File: src/rtl/tff_count_ctrl.sv
// tff_count_ctrl: sequencing controller for an external bank of T flip-flops.
// Drives per-bit toggle enables from bank feedback so the bank counts up or
// down by one per cycle to a latched limit, pulses done, or clears on abort.
// Optional feature macro: TFF_COUNT_CTRL_AUTORELOAD_EN (DONE -> RELOAD -> COUNT).
module tff_count_ctrl #(
  parameter int unsigned WIDTH = 4
) (
  input  logic             clk,
  input  logic             reset,
  input  logic             start,
  input  logic             up_dn,
  input  logic [WIDTH-1:0] limit,
  input  logic             abort,
  input  logic [WIDTH-1:0] q_fb,
  output logic [WIDTH-1:0] t_vec,
  output logic             busy,
  output logic             done
);

`ifdef TFF_COUNT_CTRL_AUTORELOAD_EN
  localparam int unsigned SW = 3;
`else
  localparam int unsigned SW = 2;
`endif

  typedef enum logic [SW-1:0] {
    S_IDLE,
    S_COUNT,
    S_DONE,
    S_CLEAR
`ifdef TFF_COUNT_CTRL_AUTORELOAD_EN
    , S_RELOAD
`endif
  } state_t;

  state_t           state, state_nx;
  logic             dir, dir_nx;
  logic [WIDTH-1:0] lim, lim_nx;
  logic [WIDTH-1:0] up_tv, dn_tv, lo_mask;

  // Toggle vectors for +1 / -1: bit i toggles when all lower bits are 1 (up) or 0 (down)
  always_comb begin
    up_tv   = '0;
    dn_tv   = '0;
    lo_mask = '0;
    for (int i = 0; i < int'(WIDTH); i++) begin
      lo_mask  = WIDTH'((64'd1 << i) - 64'd1);
      up_tv[i] = &(q_fb | ~lo_mask);
      dn_tv[i] = ~|(q_fb & lo_mask);
    end
  end

  // State, direction and limit registers
  always_ff @(posedge clk) begin
    if (reset) begin
      state <= S_IDLE;
      dir   <= 1'b1;
      lim   <= '0;
    end else begin
      state <= state_nx;
      dir   <= dir_nx;
      lim   <= lim_nx;
    end
  end

  // Next-state and output decode
  always_comb begin
    state_nx = state;
    dir_nx   = dir;
    lim_nx   = lim;
    t_vec    = '0;
    busy     = 1'b0;
    done     = 1'b0;
    case (state)
      S_IDLE: begin
        if (abort) begin
          state_nx = S_CLEAR;
        end else if (start) begin
          dir_nx   = up_dn;
          lim_nx   = limit;
          state_nx = S_COUNT;
        end
      end
      S_COUNT: begin
        busy = 1'b1;
        if (abort) begin
          state_nx = S_CLEAR;
        end else if (q_fb == lim) begin
          state_nx = S_DONE;
        end else begin
          t_vec = dir ? up_tv : dn_tv;
        end
      end
      S_DONE: begin
        done = 1'b1;
`ifdef TFF_COUNT_CTRL_AUTORELOAD_EN
        state_nx = S_RELOAD;
`else
        state_nx = S_IDLE;
`endif
      end
      S_CLEAR: begin
        busy     = 1'b1;
        t_vec    = q_fb;
        state_nx = S_IDLE;
      end
`ifdef TFF_COUNT_CTRL_AUTORELOAD_EN
      S_RELOAD: begin
        busy     = 1'b1;
        t_vec    = q_fb;
        state_nx = abort ? S_CLEAR : S_COUNT;
      end
`endif
      default: begin
        state_nx = S_IDLE;
      end
    endcase
  end

endmodule

File: config.mk
export PLATFORM = sky130hd
export DESIGN_NAME = tff_count_ctrl
export DESIGN_NICKNAME = d
export VERILOG_FILES = /design/src/rtl/tff_count_ctrl.sv
export SDC_FILE = /design/constraint.sdc
export NUM_CORES = 1
export LEC_CHECK = 0
export CORE_AREA = 8 8 45 47
export CTS_BUF_LIST = sky130_fd_sc_hd__clkbuf_16
export CTS_CLUSTER_DIAMETER = 200
export DETAILED_ROUTE_END_ITERATION = 6
export DIE_AREA = 0 0 53 55
export GPL_ROUTABILITY_DRIVEN = 0
export PLACE_DENSITY_LB_ADDON = 0.15
export SYNTH_ARGS = -nofsm -noshare
export SYNTH_HDL_FRONTEND = slang
export SYNTH_SLANG_ARGS = --single-unit
File: constraint.sdc
create_clock -name clk -period 2.7 [get_ports clk]
set_input_delay 0.405 -clock clk [delete_from_list [all_inputs] [get_ports clk]]
set_output_delay 0.405 -clock clk [all_outputs]
set_load 0.01 [all_outputs]
# After elaboration in Yosys (flattened, before gate mapping)
# Cells that the tools add are included.
dict set report totals {
  register_bits 7
  input_bits 13
  out_inout_bits 6
  word_cells 33
}
dict set report op_classes {
  n_eq_ne 6
  n_mux 11
  bitwise 1
  reduce_logical 12
}
# operator n
set op_table {}
lappend op_table {{$mux W4} 3}
lappend op_table {{$mux W2} 4}
lappend op_table {{$pmux W4 S2} 1}
lappend op_table {{$ne A3 B3 Y1 const B} 2}
lappend op_table {{$pmux W2 S3} 1}
lappend op_table {{$reduce_and A3 Y1} 2}
lappend op_table {{$reduce_or A2 Y1} 3}
lappend op_table {{$eq A2 B2 Y1 const B} 2}
lappend op_table {{$eq A4 B4 Y1} 1}
lappend op_table {{$reduce_and A2 Y1} 2}
lappend op_table {{$logic_not A1 Y1} 3}
lappend op_table {{$reduce_or A3 Y1} 1}
lappend op_table {{$eq A2 B1 Y1 const B} 1}
lappend op_table {{$logic_not A2 Y1} 1}
lappend op_table {{$mux W1} 2}
lappend op_table {{$not A1 Y1} 1}

# Depth between registers and ports, before layout
# Gate-level depths: netlist of the first run.
dict set report depth {
  ltp_word 6
  depth_mapped 4
  mapped_depth_nobuf 3
}

# Worst setup path after synthesis of the first run
# Ideal clock, no wire load.
dict set report synth_path {
  path_type {input-to-output}
  start {input port q_fb[0]}
  end {output port t_vec[1]}
  arrival_time_ps 1227
  t_required_ps 2295
  slack_ps 1068
  cell_stages 3
  n_path_buf 0
  cell_sequence {xor2_1 -> o41ai_2 -> o21ai_0}
}
dict set report synth_between {
  elab_chain_cells 5
  word_cells_on_any_way 6
  classes_between {1 x eq/ne; 4 x mux; 1 x reduce/logical}
}
# element line
set synth_rtl {}
lappend synth_rtl {{start, declared} 14} ;# input logic [WIDTH-1:0] q_fb,
lappend synth_rtl {{$logic_not A1 Y1} 49} ;# dn_tv[i] = ~|(q_fb & lo_mask);
lappend synth_rtl {{$mux W4} 91} ;# t_vec = dir ? up_tv : dn_tv;
lappend synth_rtl {{$mux W4 *} 88} ;# end else if (q_fb == lim) begin
lappend synth_rtl {{$mux W4 *} 86} ;# if (abort) begin
lappend synth_rtl {{$pmux W4 S2 *} 74} ;# case (state)
lappend synth_rtl {{end, declared} 15} ;# output logic [WIDTH-1:0] t_vec,
# Every way passes the cells marked *; elsewhere a longest branch is shown, timed or not.

# Worst setup path in the final report of the first run
dict set report layout_path {
  start {input port abort}
  end {output port t_vec[1]}
}
dict set report layout_between {
  elab_chain_cells 2
}
# element line
set layout_rtl {}
lappend layout_rtl {{start, declared} 13} ;# input logic abort,
lappend layout_rtl {{$mux W4} 86}
lappend layout_rtl {{$pmux W4 S2} 74}
# Every way passes these cells.

==> metrics.yaml, run 1 <==
hpwl_um: 856
wl_um: 1140
synth_top_cell_by_area: "dfxtp_1"
initial_utilization: 0.322
critPathArrivalTime_ns: 2.16
placed_area_um2: 642
clk_latency_ns: 0.23
power.density_nw_per_um2: 611
synth-seq-cells: 7
syn-num-nets: 62
yosys.area_share.adder: 0
area_growth_pct: 64.6
yosys_warnings: 0
synthMuxAreaShare: 0.0899
dieArea_um2: 2920
startpoint_type: "input port"
nets: 85
path_clk_slew_ns: 0.04
cts_tree: "yes"
cts_buffers: 3
rows: 14
end_kind: "output port"
syn_area_per_cell_um2: 9.09
h-tree-depth: 1
cts.path.max_buffers: 2
drv_cap: 0
slew_headroom: 0.647
fmax_mhz: 390
grt_overflow_total: 0
grt_max_degree: 11
yosys.area_share.simple: 0.275
drt-pass1-iter-count: 4
pin_count: 19
cts_hold_buf: 0
num-fill-cells: 147
core-area_um2: 1380
cp_max_fo: 5
synth_top_family_by_area: "simple AND/OR/NAND/NOR gates"
vias: 440
finalCriticalPeriod_ns: 2.56
antenna_cells: 0
fin_crit_sh: 0.950
netlist_area_um2: 445
dieWidth_um: 53
post_drt_wl_per_cell_um: 13.1
rsz0062_at_grt: "no"
cts.sinks: 7
grt_pass1_wl_um: 1940
grt_pass1_vias: 469
ir_drop_mv: 0.436
antenna_found_initial: 0
worstMarginPinSlew_ns: 0.527
clock_skew_ns: 0.00168
drive_above_1_share: 0.127
port_buffers: 18
die_y_um: 55
synth-xor-area-share: 0.0983
slew_violations: 0
ant_nets: 0
status: "finished clean"
ys_seq_area_frac: 0.315
post_cts_buffers: 0
drc: 0
synth_cells: 49
synth-compound-area-share: 0.163
setup_violations: 0
hold_viol_final: 0
viasPerCell: 5.06
synth_cell_types: 21
drt_iter0_markers: 3
yosys-top-cells-area: "dfxtp_1, xor2_1, mux2i_1, nor4b_4, buf_6"
crit_type: "in2out"
worstPathRequired_ns: 2.30
hold_class: "reg2reg"
fin_area_um2: 733
p_leak_uw: 0.000280
setup_tns_ns: 0
clock-root-buffer: "clkbuf_16"
yosysTopAreaCellShare: 0.315
grt_use_total: 0.0936
where the power goes:
group          switching [uW]  internal (uW)  leakage, uW  total [uW]
registers                9.83            110    0.0000574         120
logic                    30.7           44.3     0.000182        74.9
clock network            58.7            194    0.0000409         253
total                    99.2            349     0.000280         448
sequential cells by signal (all words and copies together) (netlist names):
register	flops
dir	1
state	2
lim	4
cells in the mapped netlist:
cell type  count
and2_1         2
nor2_1         5
nor4b_4        1
nor2b_1        3
nand3_1        4
o41ai_2        1
clkbuf_1       1
nor3_1         1
a211o_1        1
nand2_1        1
a22o_1         1
buf_6          2
a31oi_1        1
o21bai_1       1
dfxtp_1        7
a21oi_1        2
nor4_1         2
nor3b_1        1
o21ai_0        3
xor2_1         5
mux2i_1        4
placed cells by master, fill, tap and decap left out, drive strengths merged:
master          n
a211o           1
nor4b           1
a21oi           2
nor4            2
nor2            5
nand3           4
nor3b           1
a31oi           1
nor2b           3
clkdlybuf4s50  18
o21ai           3
nand2           1
nor3            1
and2            2
o41ai           1
xor2            5
a22o            1
dfxtp           7
o21bai          1
buf             3
clkinv          1
mux2i           4
clkbuf          3
worst paths after layout:
check | start | slack [ns] | cells after the start | endpoint
setup / recovery | abort | 0.14 | 5 | t_vec[1]
hold / removal | lim[3] | 0.51 | 2 | lim[3]
setup reg to reg | state[1] | 1.25 | 3 | dir
hold reg to reg | lim[3] | 0.51 | 2 | lim[3]
metal layers:
layer  part of all wire  wire, um  GRT usage  vias up
met2               0.48       548      0.145       15
li1                   -         -          -      221
met1               0.43       494      0.105      201
met4              0.020        23     0.0647        0
met5                  0         0          0        -
met3              0.062        71     0.0348        3
through the flow:
stage | cells | worst slack [ns] | hold WS [ns] | util | power, uW
finish | 87 | 0.136 | 0.508 | 0.530 | 448
CTS | 87 | 0.0716 | 0.515 | 0.522 | 450
detailed placement | 83 | 0.0857 | 0.506 | 0.464 | 194
global route | 87 | 0.0243 | 0.565 | 0.530 | 466
global placement | 83 | 0.108 | 0.499 | 0.464 | 194
floorplan | 49 | 1.07 | 0.474 | - | 156
kinds of logic (layout without fill, tap and decap cells):
family | after synthesis | count (layout)
buffers and inverters | 3 | 25
XOR/XNOR | 5 | 5
AO/OA/AOI/OAI | 10 | 10
multiplexers | 4 | 4
AND/OR/NAND/NOR | 20 | 20
flip-flops | 7 | 7
cell type report:
cell class	count	area, um^2	area share
Clock inverter	1	5.00	0.00683
Clock buffer	3	75.1	0.102
Sequential cell	7	140	0.191
Timing Repair Buffer	21	203	0.276
Multi-Input combinational cell	39	290	0.396
Tap cell	16	20.0	0.0273
timing repair:
item	CTS	global route
setup endpoints to repair	0	2
hold endpoints to repair	0	0
resized for setup	0	1
worst max-delay path, stage by stage:
cell             delay, ns
clkdlybuf4s50_1       0.42
nor3b_1               0.37
o41ai_4               0.18
o21ai_0               0.21
clkdlybuf4s50_1       0.57
No activity file was read; power rests on OpenSTA's default activity.
==> run 2, diff against run 1 <==
--- a/config.mk
+++ b/config.mk
@@ -5,11 +5,13 @@
 export SDC_FILE = /design/constraint.sdc
 export NUM_CORES = 1
 export LEC_CHECK = 0
-export CORE_AREA = 8 8 45 47
+export CELL_PAD_IN_SITES_DETAIL_PLACEMENT = 0
+export CELL_PAD_IN_SITES_GLOBAL_PLACEMENT = 1
+export CORE_MARGIN = 8
+export CORE_UTILIZATION = 30
 export CTS_BUF_LIST = sky130_fd_sc_hd__clkbuf_16
 export CTS_CLUSTER_DIAMETER = 200
 export DETAILED_ROUTE_END_ITERATION = 6
-export DIE_AREA = 0 0 53 55
 export GPL_ROUTABILITY_DRIVEN = 0
 export PLACE_DENSITY_LB_ADDON = 0.15
 export SYNTH_ARGS = -nofsm -noshare
==> metrics.yaml, run 2 (same netlist as run 1, synthesis figures left out) <==
status: "finished clean"
cts.sinks: 7
cts_buffers: 3
max_stage_delay_ns: 0.56
grt_max_degree: 11
reg.largest.list: "lim (4), state (2), dir (1)"
rsz0062_at_grt: "no"
cts_tree: "yes"
power.density_nw_per_um2: 604
grt_pass1_wl_um: 1840
pin_count: 19
slew_headroom: 0.681
path_clk_slew_ns: 0.04
final_common_cell: "clkdlybuf4s50_1"
wl_um: 1120
grt_pass1_vias: 422
worstMarginPinSlew_ns: 0.476
port_buffers: 18
place_ws_ns: 0.136
worstPathRequired_ns: 2.30
regMostFlops: "lim"
clock_skew_ns: 0.00337
critPathArrivalTime_ns: 2.12
worstPathCellList: "clkdlybuf4s50_1 -> xor2_1 -> o41ai_2 -> buf_4 -> o21ai_0 -> clkdlybuf4s50_1"
placed_cells: 85
clk_latency_ns: 0.23
crit_buf_inv: 3
dieWidth_um: 54.5
largest_reg_flops: 4
drive_above_1_share: 0.151
final_util: 0.507
path_delay_family: "buffers and inverters"
clock-root-buffer: "clkbuf_16"
setup_violations: 0
startpoint_type: "input port"
layout_common_cells: "clkdlybuf4s50_1, dfxtp_1, xor2_1, nor2_1, buf_4"
rows: 14
final_cells: 89
end_kind: "output port"
p_leak_uw: 0.000287
finalCriticalPeriod_ns: 2.53
vias: 432
drt-pass1-iter-count: 4
drv_cap: 0
post_drt_wl_per_cell_um: 12.6
ir_drop_mv: 0.404
cp_slowest_cell: "clkdlybuf4s50_1"
die_y_um: 54.5
viasPerCell: 4.85
post_cts_buffers: 0
cp_common_cell: "clkdlybuf4s50_1"
cp_max_fo: 5
initial_utilization: 0.306
core-area_um2: 1450
fin_ws_ns: 0.171
area_growth_pct: 65.4
fin_crit_sh: 0.937
drc: 0
drt_iter0_markers: 5
hold_class: "reg2reg"
dieArea_um2: 2970
grt_use_total: 0.0904
cts_hold_buf: 0
hold_viol_final: 0
fmax_mhz: 395
grt_overflow_total: 0
nets: 87
antenna_cells: 0
setup_tns_ns: 0
slew_violations: 0
crit_type: "in2out"
ant_nets: 0
h-tree-depth: 1
cts.repair.resized: 0
cts.path.max_buffers: 2
hpwl_um: 918
antenna_found_initial: 0
## run 2: changes by cell type in the layout (fill, tap and decap cells not counted)
| cell | before | now |
|---|---|---|
| buf_4 | 3 | 5 |
| o41ai_2 | 0 | 1 |
| o41ai_4 | 1 | 0 |
## run 2: final timing paths
path	start	to	slack, ns	depth (start not counted)
worst min register to register	lim[3]	lim[3]	0.51	2
worst max register to register	state[1]	dir	1.29	3
worst min-delay path	lim[3]	lim[3]	0.51	2
worst max-delay path	q_fb[3]	t_vec[1]	0.17	6
## run 2: cell type report
class | count | area, um^2
well taps | 16 | 20.0
flip-flops and latches | 7 | 140
multi-input cells | 39 | 279
repair buffers | 23 | 218
fillers | 137 | 717
clock buffers | 3 | 75.1
clock inverters | 1 | 5.00
## run 2: routing by layer
| metal | vias to the layer above | track usage | share of wire |
|---|---|---|---|
| met3 | 4 | 0.0571 | 0.092 |
| li1 | 225 | - | - |
| met4 | 0 | 0.0738 | 0.025 |
| met5 | - | 0 | 0 |
| met2 | 17 | 0.134 | 0.45 |
| met1 | 186 | 0.0881 | 0.43 |
## run 2: power by group
part | internal (uW) | switching, uW | total (uW)
clock network | 194 | 57.1 | 251
logic | 45.5 | 28.1 | 73.5
registers | 110 | 10.0 | 120
total | 350 | 95.2 | 445
## run 2: per-stage QoR
step	hold WS (ns)	area, um^2	total power (uW)
final	0.510	737	445
after global routing	0.554	737	469
after CTS	0.519	737	452
after detailed placement	0.508	657	196
after global placement	0.500	657	196
after floorplan	0.474	445	156
## run 2: worst min-delay path, cell delays in order, from the launching register on
cell and delay [ns]:
dfxtp_1 0.33, mux2i_1 0.07, nor2_1 0.07
